[config.mk]
export PLATFORM = sky130hd
export DESIGN_NAME = uart_loader
export DESIGN_NICKNAME = d
export VERILOG_FILES = /design/src/rtl/uart_loader.sv
export SDC_FILE = /design/constraint.sdc
export NUM_CORES = 1
export LEC_CHECK = 0
export ABC_AREA = 1
export BUFFER_PORTS_ARGS = -buffer_cell sky130_fd_sc_hd__buf_4
export CORE_MARGIN = 3
export CORE_UTILIZATION = 64
export DETAILED_ROUTE_END_ITERATION = 10
export GPL_TIMING_DRIVEN = 1
export HOLD_SLACK_MARGIN = 0.1
export PLACE_DENSITY = 0.9
export SLEW_MARGIN = 20
export SYNTH_ARGS = -nofsm -noshare
export SYNTH_HDL_FRONTEND = slang
export SYNTH_SLANG_ARGS = --single-unit
[constraint.sdc]
create_clock -name clk -period 3.02 [get_ports clk]
set_input_delay 0.604 -clock clk [delete_from_list [all_inputs] [get_ports clk]]
set_output_delay 0.604 -clock clk [all_outputs]
set_load 0.01 [all_outputs]
[src/rtl/uart_loader.sv]
// uart_loader: receives a UART 8N1 stream, packs little-endian 32-bit words and
// writes them to the memory programming port until the header word count is exhausted.
module uart_loader #(
  parameter int CLK_FREQ = 23_000_000,
  parameter int BAUD     = 115_200
) (
  input  logic        clk,
  input  logic        rst,
  input  logic        rx_i,
  output logic        upg_wen_o,
  output logic [14:0] upg_adr_o,
  output logic [31:0] upg_dat_o,
  output logic        upg_done_o,
  output logic        busy_o,
  output logic        frame_err_o
);
  localparam int DIV_RAW = CLK_FREQ / (BAUD * 16);
  localparam int DIV     = (DIV_RAW < 1) ? 1 : DIV_RAW;
  localparam int DW      = $clog2(DIV + 1);
  typedef enum logic [1:0] {R_IDLE, R_START, R_DATA, R_STOP} rx_st_t;
  typedef enum logic [1:0] {HDR0, HDR1, LOAD, DONE} ld_st_t;
  logic          rx_meta_q, rx_q;
  logic [DW-1:0] div_q, div_d;
  logic          tick;
  rx_st_t        rxs_q, rxs_d;
  logic [3:0]    tcnt_q, tcnt_d;
  logic [2:0]    bcnt_q, bcnt_d;
  logic [7:0]    sh_q, sh_d;
  logic          bvld_q, bvld_d;
  logic          ferr_q, ferr_d;
  ld_st_t        ls_q, ls_d;
  logic [14:0]   n_q, n_d;
  logic [1:0]    bidx_q, bidx_d;
  logic [31:0]   word_q, word_d;
  logic [14:0]   idx_q, idx_d;
  logic [14:0]   cnt_q, cnt_d;
  logic          wen_q, wen_d;
  logic [14:0]   adr_q, adr_d;
  logic [31:0]   dat_q, dat_d;
  logic          done_q, done_d;
  assign tick        = (div_q == DW'(DIV - 1));
  assign div_d       = tick ? '0 : div_q + 1'b1;
  assign upg_wen_o   = wen_q;
  assign upg_adr_o   = adr_q;
  assign upg_dat_o   = dat_q;
  assign upg_done_o  = done_q;
  assign busy_o      = (ls_q == LOAD);
  assign frame_err_o = ferr_q;
  // Receiver: start detected on a tick, centre-sampled 8 ticks later, then every 16
  always_comb begin
    rxs_d  = rxs_q;
    tcnt_d = tcnt_q;
    bcnt_d = bcnt_q;
    sh_d   = sh_q;
    bvld_d = 1'b0;
    ferr_d = ferr_q;
    if (tick) begin
      case (rxs_q)
        R_IDLE: begin
          rxs_d  = rx_q ? R_IDLE : R_START;
          tcnt_d = '0;
        end
        R_START: begin
          tcnt_d = (tcnt_q == 4'd7) ? 4'd0 : tcnt_q + 4'd1;
          if (tcnt_q == 4'd7) rxs_d = rx_q ? R_IDLE : R_DATA;
        end
        R_DATA: begin
          tcnt_d = tcnt_q + 4'd1;
          if (tcnt_q == 4'd15) begin
            sh_d   = {rx_q, sh_q[7:1]};
            bcnt_d = bcnt_q + 3'd1;
            if (bcnt_q == 3'd7) rxs_d = R_STOP;
          end
        end
        default: begin
          tcnt_d = tcnt_q + 4'd1;
          if (tcnt_q == 4'd15) begin
            rxs_d  = R_IDLE;
            bvld_d = rx_q;
            ferr_d = ferr_q | ~rx_q;
          end
        end
      endcase
    end
  end
  always_comb begin
    ls_d   = ls_q;
    n_d    = n_q;
    bidx_d = bidx_q;
    word_d = word_q;
    idx_d  = idx_q;
    cnt_d  = cnt_q;
    wen_d  = 1'b0;
    adr_d  = adr_q;
    dat_d  = dat_q;
    done_d = done_q | (wen_q && ls_q == DONE);
    if (bvld_q) begin
      case (ls_q)
        HDR0: begin
          n_d  = {n_q[14:8], sh_q};
          ls_d = HDR1;
        end
        HDR1: begin
          n_d = {sh_q[6:0], n_q[7:0]};
          if ({sh_q[6:0], n_q[7:0]} == 15'd0) begin
            ls_d   = DONE;
            done_d = 1'b1;
          end else begin
            ls_d = LOAD;
          end
        end
        LOAD: begin
          word_d = {sh_q, word_q[31:8]};
          bidx_d = bidx_q + 2'd1;
          if (bidx_q == 2'd3) begin
            wen_d = 1'b1;
            adr_d = idx_q;
            dat_d = {sh_q, word_q[31:8]};
            idx_d = idx_q + 15'd1;
            cnt_d = cnt_q + 15'd1;
            if (cnt_q + 15'd1 == n_q) ls_d = DONE;
          end
        end
        default: ;
      endcase
    end
  end
  // Synchronizer flops reset to the idle-high line level so reset cannot fake a start bit
  always_ff @(posedge clk or negedge rst) begin
    if (!rst) begin
      rx_meta_q <= 1'b1;
      rx_q      <= 1'b1;
      div_q     <= '0;
      rxs_q     <= R_IDLE;
      tcnt_q    <= '0;
      bcnt_q    <= '0;
      sh_q      <= '0;
      bvld_q    <= 1'b0;
      ferr_q    <= 1'b0;
      ls_q      <= HDR0;
      n_q       <= '0;
      bidx_q    <= '0;
      word_q    <= '0;
      idx_q     <= '0;
      cnt_q     <= '0;
      wen_q     <= 1'b0;
      adr_q     <= '0;
      dat_q     <= '0;
      done_q    <= 1'b0;
    end else begin
      rx_meta_q <= rx_i;
      rx_q      <= rx_meta_q;
      div_q     <= div_d;
      rxs_q     <= rxs_d;
      tcnt_q    <= tcnt_d;
      bcnt_q    <= bcnt_d;
      sh_q      <= sh_d;
      bvld_q    <= bvld_d;
      ferr_q    <= ferr_d;
      ls_q      <= ls_d;
      n_q       <= n_d;
      bidx_q    <= bidx_d;
      word_q    <= word_d;
      idx_q     <= idx_d;
      cnt_q     <= cnt_d;
      wen_q     <= wen_d;
      adr_q     <= adr_d;
      dat_q     <= dat_d;
      done_q    <= done_d;
    end
  end
endmodule
==> reports/results.ini <==
[status]
status=completed

[floorplan]
top_level_ports=54
rows=36
die_y_microns=107
dieArea_sq_um=11400
dieWidth_microns=107
start_util=0.660
core-area_sq_um=9820

[cells_and_area]
areaGrowthSynthToFinish_pct=16.8
final_common_cell=nand2_1
antennaDiodeCount=0
nets=788
drive_gt1_frac=0.147
layout_common_cells=213 x nand2_1, 145 x dfrtp_1, 94 x o21ai_0

[job]
cap_violations=0

[worst_setup_path]
worstPathMaxFanout=23
cp-start-kind=flop
endpoint_kind=flop
slowest_delay_ns=0.45
crit_arrival_ns=2.94
worst_ep_required_time_ns=3.47
critPathKind=reg -> reg
crit_chain=inv_1 -> ha_1 -> nand3_4 -> clkinv_2 -> nand2_2 -> nor2_4 -> nand3_2 -> nor2_2 -> nand4_1 -> nor2_1 -> xor2_1
crit_slowest_cell=dfrtp_1
rr_endpoint=idx_q[12]
crit_buf_inv=2
crit_family=simple AND/OR/NAND/NOR gates
r2r_slack_ns=0.53
worstReg2RegStart=ls_q[0]
r2r_cells=11

[synthesis]
yosysTopAreaCell=dfrtp_1
synth.ff_latch_count=147
ys_types=39
synth_area_sq_um=6480
synth.top_cell.area_share=0.560
postSynthCellCount=718
synthTopCellsByArea=dfrtp_1 56%, nand2_1 12%, o21ai_0 7.3%
seq_area_frac_synth=0.568
yosys_warnings=0
syn_nets=734
avgSynthCellArea_sq_um=9.02

[clock_network]
clock_latency_ns=0.53
tritoncts=done
htreeDepth=4
numCtsBuffers=17
clk_pin_slew_ns=0.06
cts.sinks=147
cts_setup_buffers=0
cts-root-buf=clkbuf_8
clock_path_buffers=2

[timing]
fin_tns_setup_ns=0
maxSlewViolCount=0
min_period_ns=2.49
hold_violations=0
finalCritPeriodShare=0.825
rsz0062_at_grt=no
tightestPinTransition_ns=0.961
relSlewSlack=0.360
fmax_mhz=401
finalSetupViolations=0
fin_skew_ns=0.00884
whs_ns=0.179

[pwr]
peakVddDrop_v=0.000483
p_leak_nw=3.67
power_per_cell_area_nw_per_um2=539

[drt]
firstDrtPassIters=5
wl_per_cell_microns=17.0
drt_iter0_drc=548
drc=0
wirelength_microns=15600
num_vias=5245
via_per_inst=5.73
drtAntennaViolNets=0

[placement]
dp_hpwl_microns=9800
gp_congestion=0.882
port_buffers=53

[hold_path]
min_path_type=in -> reg
worstHoldPathCells=1
min-delay-start=rx_i
min_to=rx_meta_q

[global_routing]
use_met1=0.366
grt_pass1_wl_microns=26100
top_usage_layer=met2
use_met3=0.0674
grt_pass1_vias=5409
gr-usage-met2=0.487
grt_usage=0.293
grt_overflow=0
grt_start_max_net_pins=107
antenna_found_initial=0

[metrics by stage]
stage	util	power, mW	cell area, sq um	setup WS [ns]	instances
CTS	0.770	4.09	7560	0.582	916
finish	0.770	4.08	7560	0.529	916
detailed placement	0.713	2.11	7000	0.679	885
global placement	0.713	2.10	7000	0.880	885
floorplan	-	2.05	6480	1.10	718
global route	0.770	4.20	7560	0.353	916
[synth_stat cells]
cell	n
nand3b_1	2
nand2_1	213
and2_1	1
nand3_4	1
buf_1	1
nand3_1	41
xnor2_1	3
nand4_1	6
nor2_2	3
nor3_2	2
mux2_2	3
inv_1	81
o21bai_1	2
nor2_1	24
ha_1	13
clkbuf_1	21
o22ai_1	1
a21boi_0	1
nor4_1	4
or2_2	3
nor3_4	1
o21ai_2	1
a21oi_1	8
o211ai_1	1
a31oi_1	1
xor2_1	14
nand2_2	3
nand3_2	4
o31ai_1	7
dfstp_2	2
dfrtp_1	145
nor3_1	2
nand4_4	1
o21ai_0	94
nor2_4	4
buf_4	1
xor3_1	1
a2111oi_0	1
clkinv_2	1
[worst max-delay path by stage]
stage	startpoint	to	slack (ns)	cells past startpoint
CTS	ls_q[0]	idx_q[13]	0.58	11
floorplan	ls_q[0]	idx_q[13]	1.10	11
global route	ls_q[0]	idx_q[14]	0.35	11
finish	ls_q[0]	idx_q[12]	0.53	11
global placement	ls_q[0]	idx_q[13]	0.88	11
detailed placement	ls_q[0]	idx_q[13]	0.68	11
[registers in the layout, indices dropped and copies added, names as in the netlist]
| register | count |
|---|---|
| upg_dat_o | 32 |
| upg_done_o | 1 |
| div_q | 4 |
| cnt_q | 15 |
| bvld_q | 1 |
| rxs_q | 2 |
| rx_q | 1 |
| n_q | 15 |
| word_q | 24 |
| rx_meta_q | 1 |
| idx_q | 15 |
| bidx_q | 2 |
| bcnt_q | 3 |
| upg_wen_o | 1 |
| tcnt_q | 4 |
| upg_adr_o | 15 |
| frame_err_o | 1 |
| ls_q | 2 |
| sh_q | 8 |
[report_power, final]
group | switching, mW | total (mW) | internal (mW)
Clock | 0.797 | 2.00 | 1.20
Sequential | 0.0101 | 1.99 | 1.98
Combinational | 0.0628 | 0.0827 | 0.0200
Total | 0.870 | 4.08 | 3.21
[what timing repair did]
action / in CTS / in global routing
hold buffers: 1 / 0
gates resized for setup: 0 / 0
hold endpoints to repair: 5 / 0
[worst register-to-register path: stages, from the launching register on]
cell and delay (ns):
dfrtp_1 0.45, inv_1 0.14, ha_1 0.32, nand3_4 0.12
clkinv_2 0.33, nand2_2 0.14, nor2_4 0.12, nand3_2 0.10
nor2_2 0.17, nand4_1 0.17, nor2_1 0.19, xor2_1 0.18
[routing by layer]
metal	vias to the layer above	part of all wire	routed length, microns
li1	2413	-	-
met1	2552	0.39	6070
met2	223	0.52	8040
met3	57	0.061	957
met4	0	0.033	520
met5	-	0	0
[kinds of logic after synthesis]
family / count (synthesis) / share of synthesized area
AOI/OAI and AO/OA: 117 / 0.0962
adders and majority gates: 13 / 0.0251
DFF: 147 / 0.568
buffers and inverters: 105 / 0.0616
and+or+nand+nor: 315 / 0.217
muxes: 3 / 0.00522
xor gates and xnor gates: 18 / 0.0267
[area by class of cell]
class | instances | area [sq um]
repair buffers | 58 | 454
clock inverters | 10 | 110
inverters | 82 | 309
clock buffers | 20 | 445
well taps | 133 | 166
flip-flops and latches | 147 | 3680
fillers | 629 | 2260
multi-input cells | 466 | 2400
(Power assumes the default switching activity.)
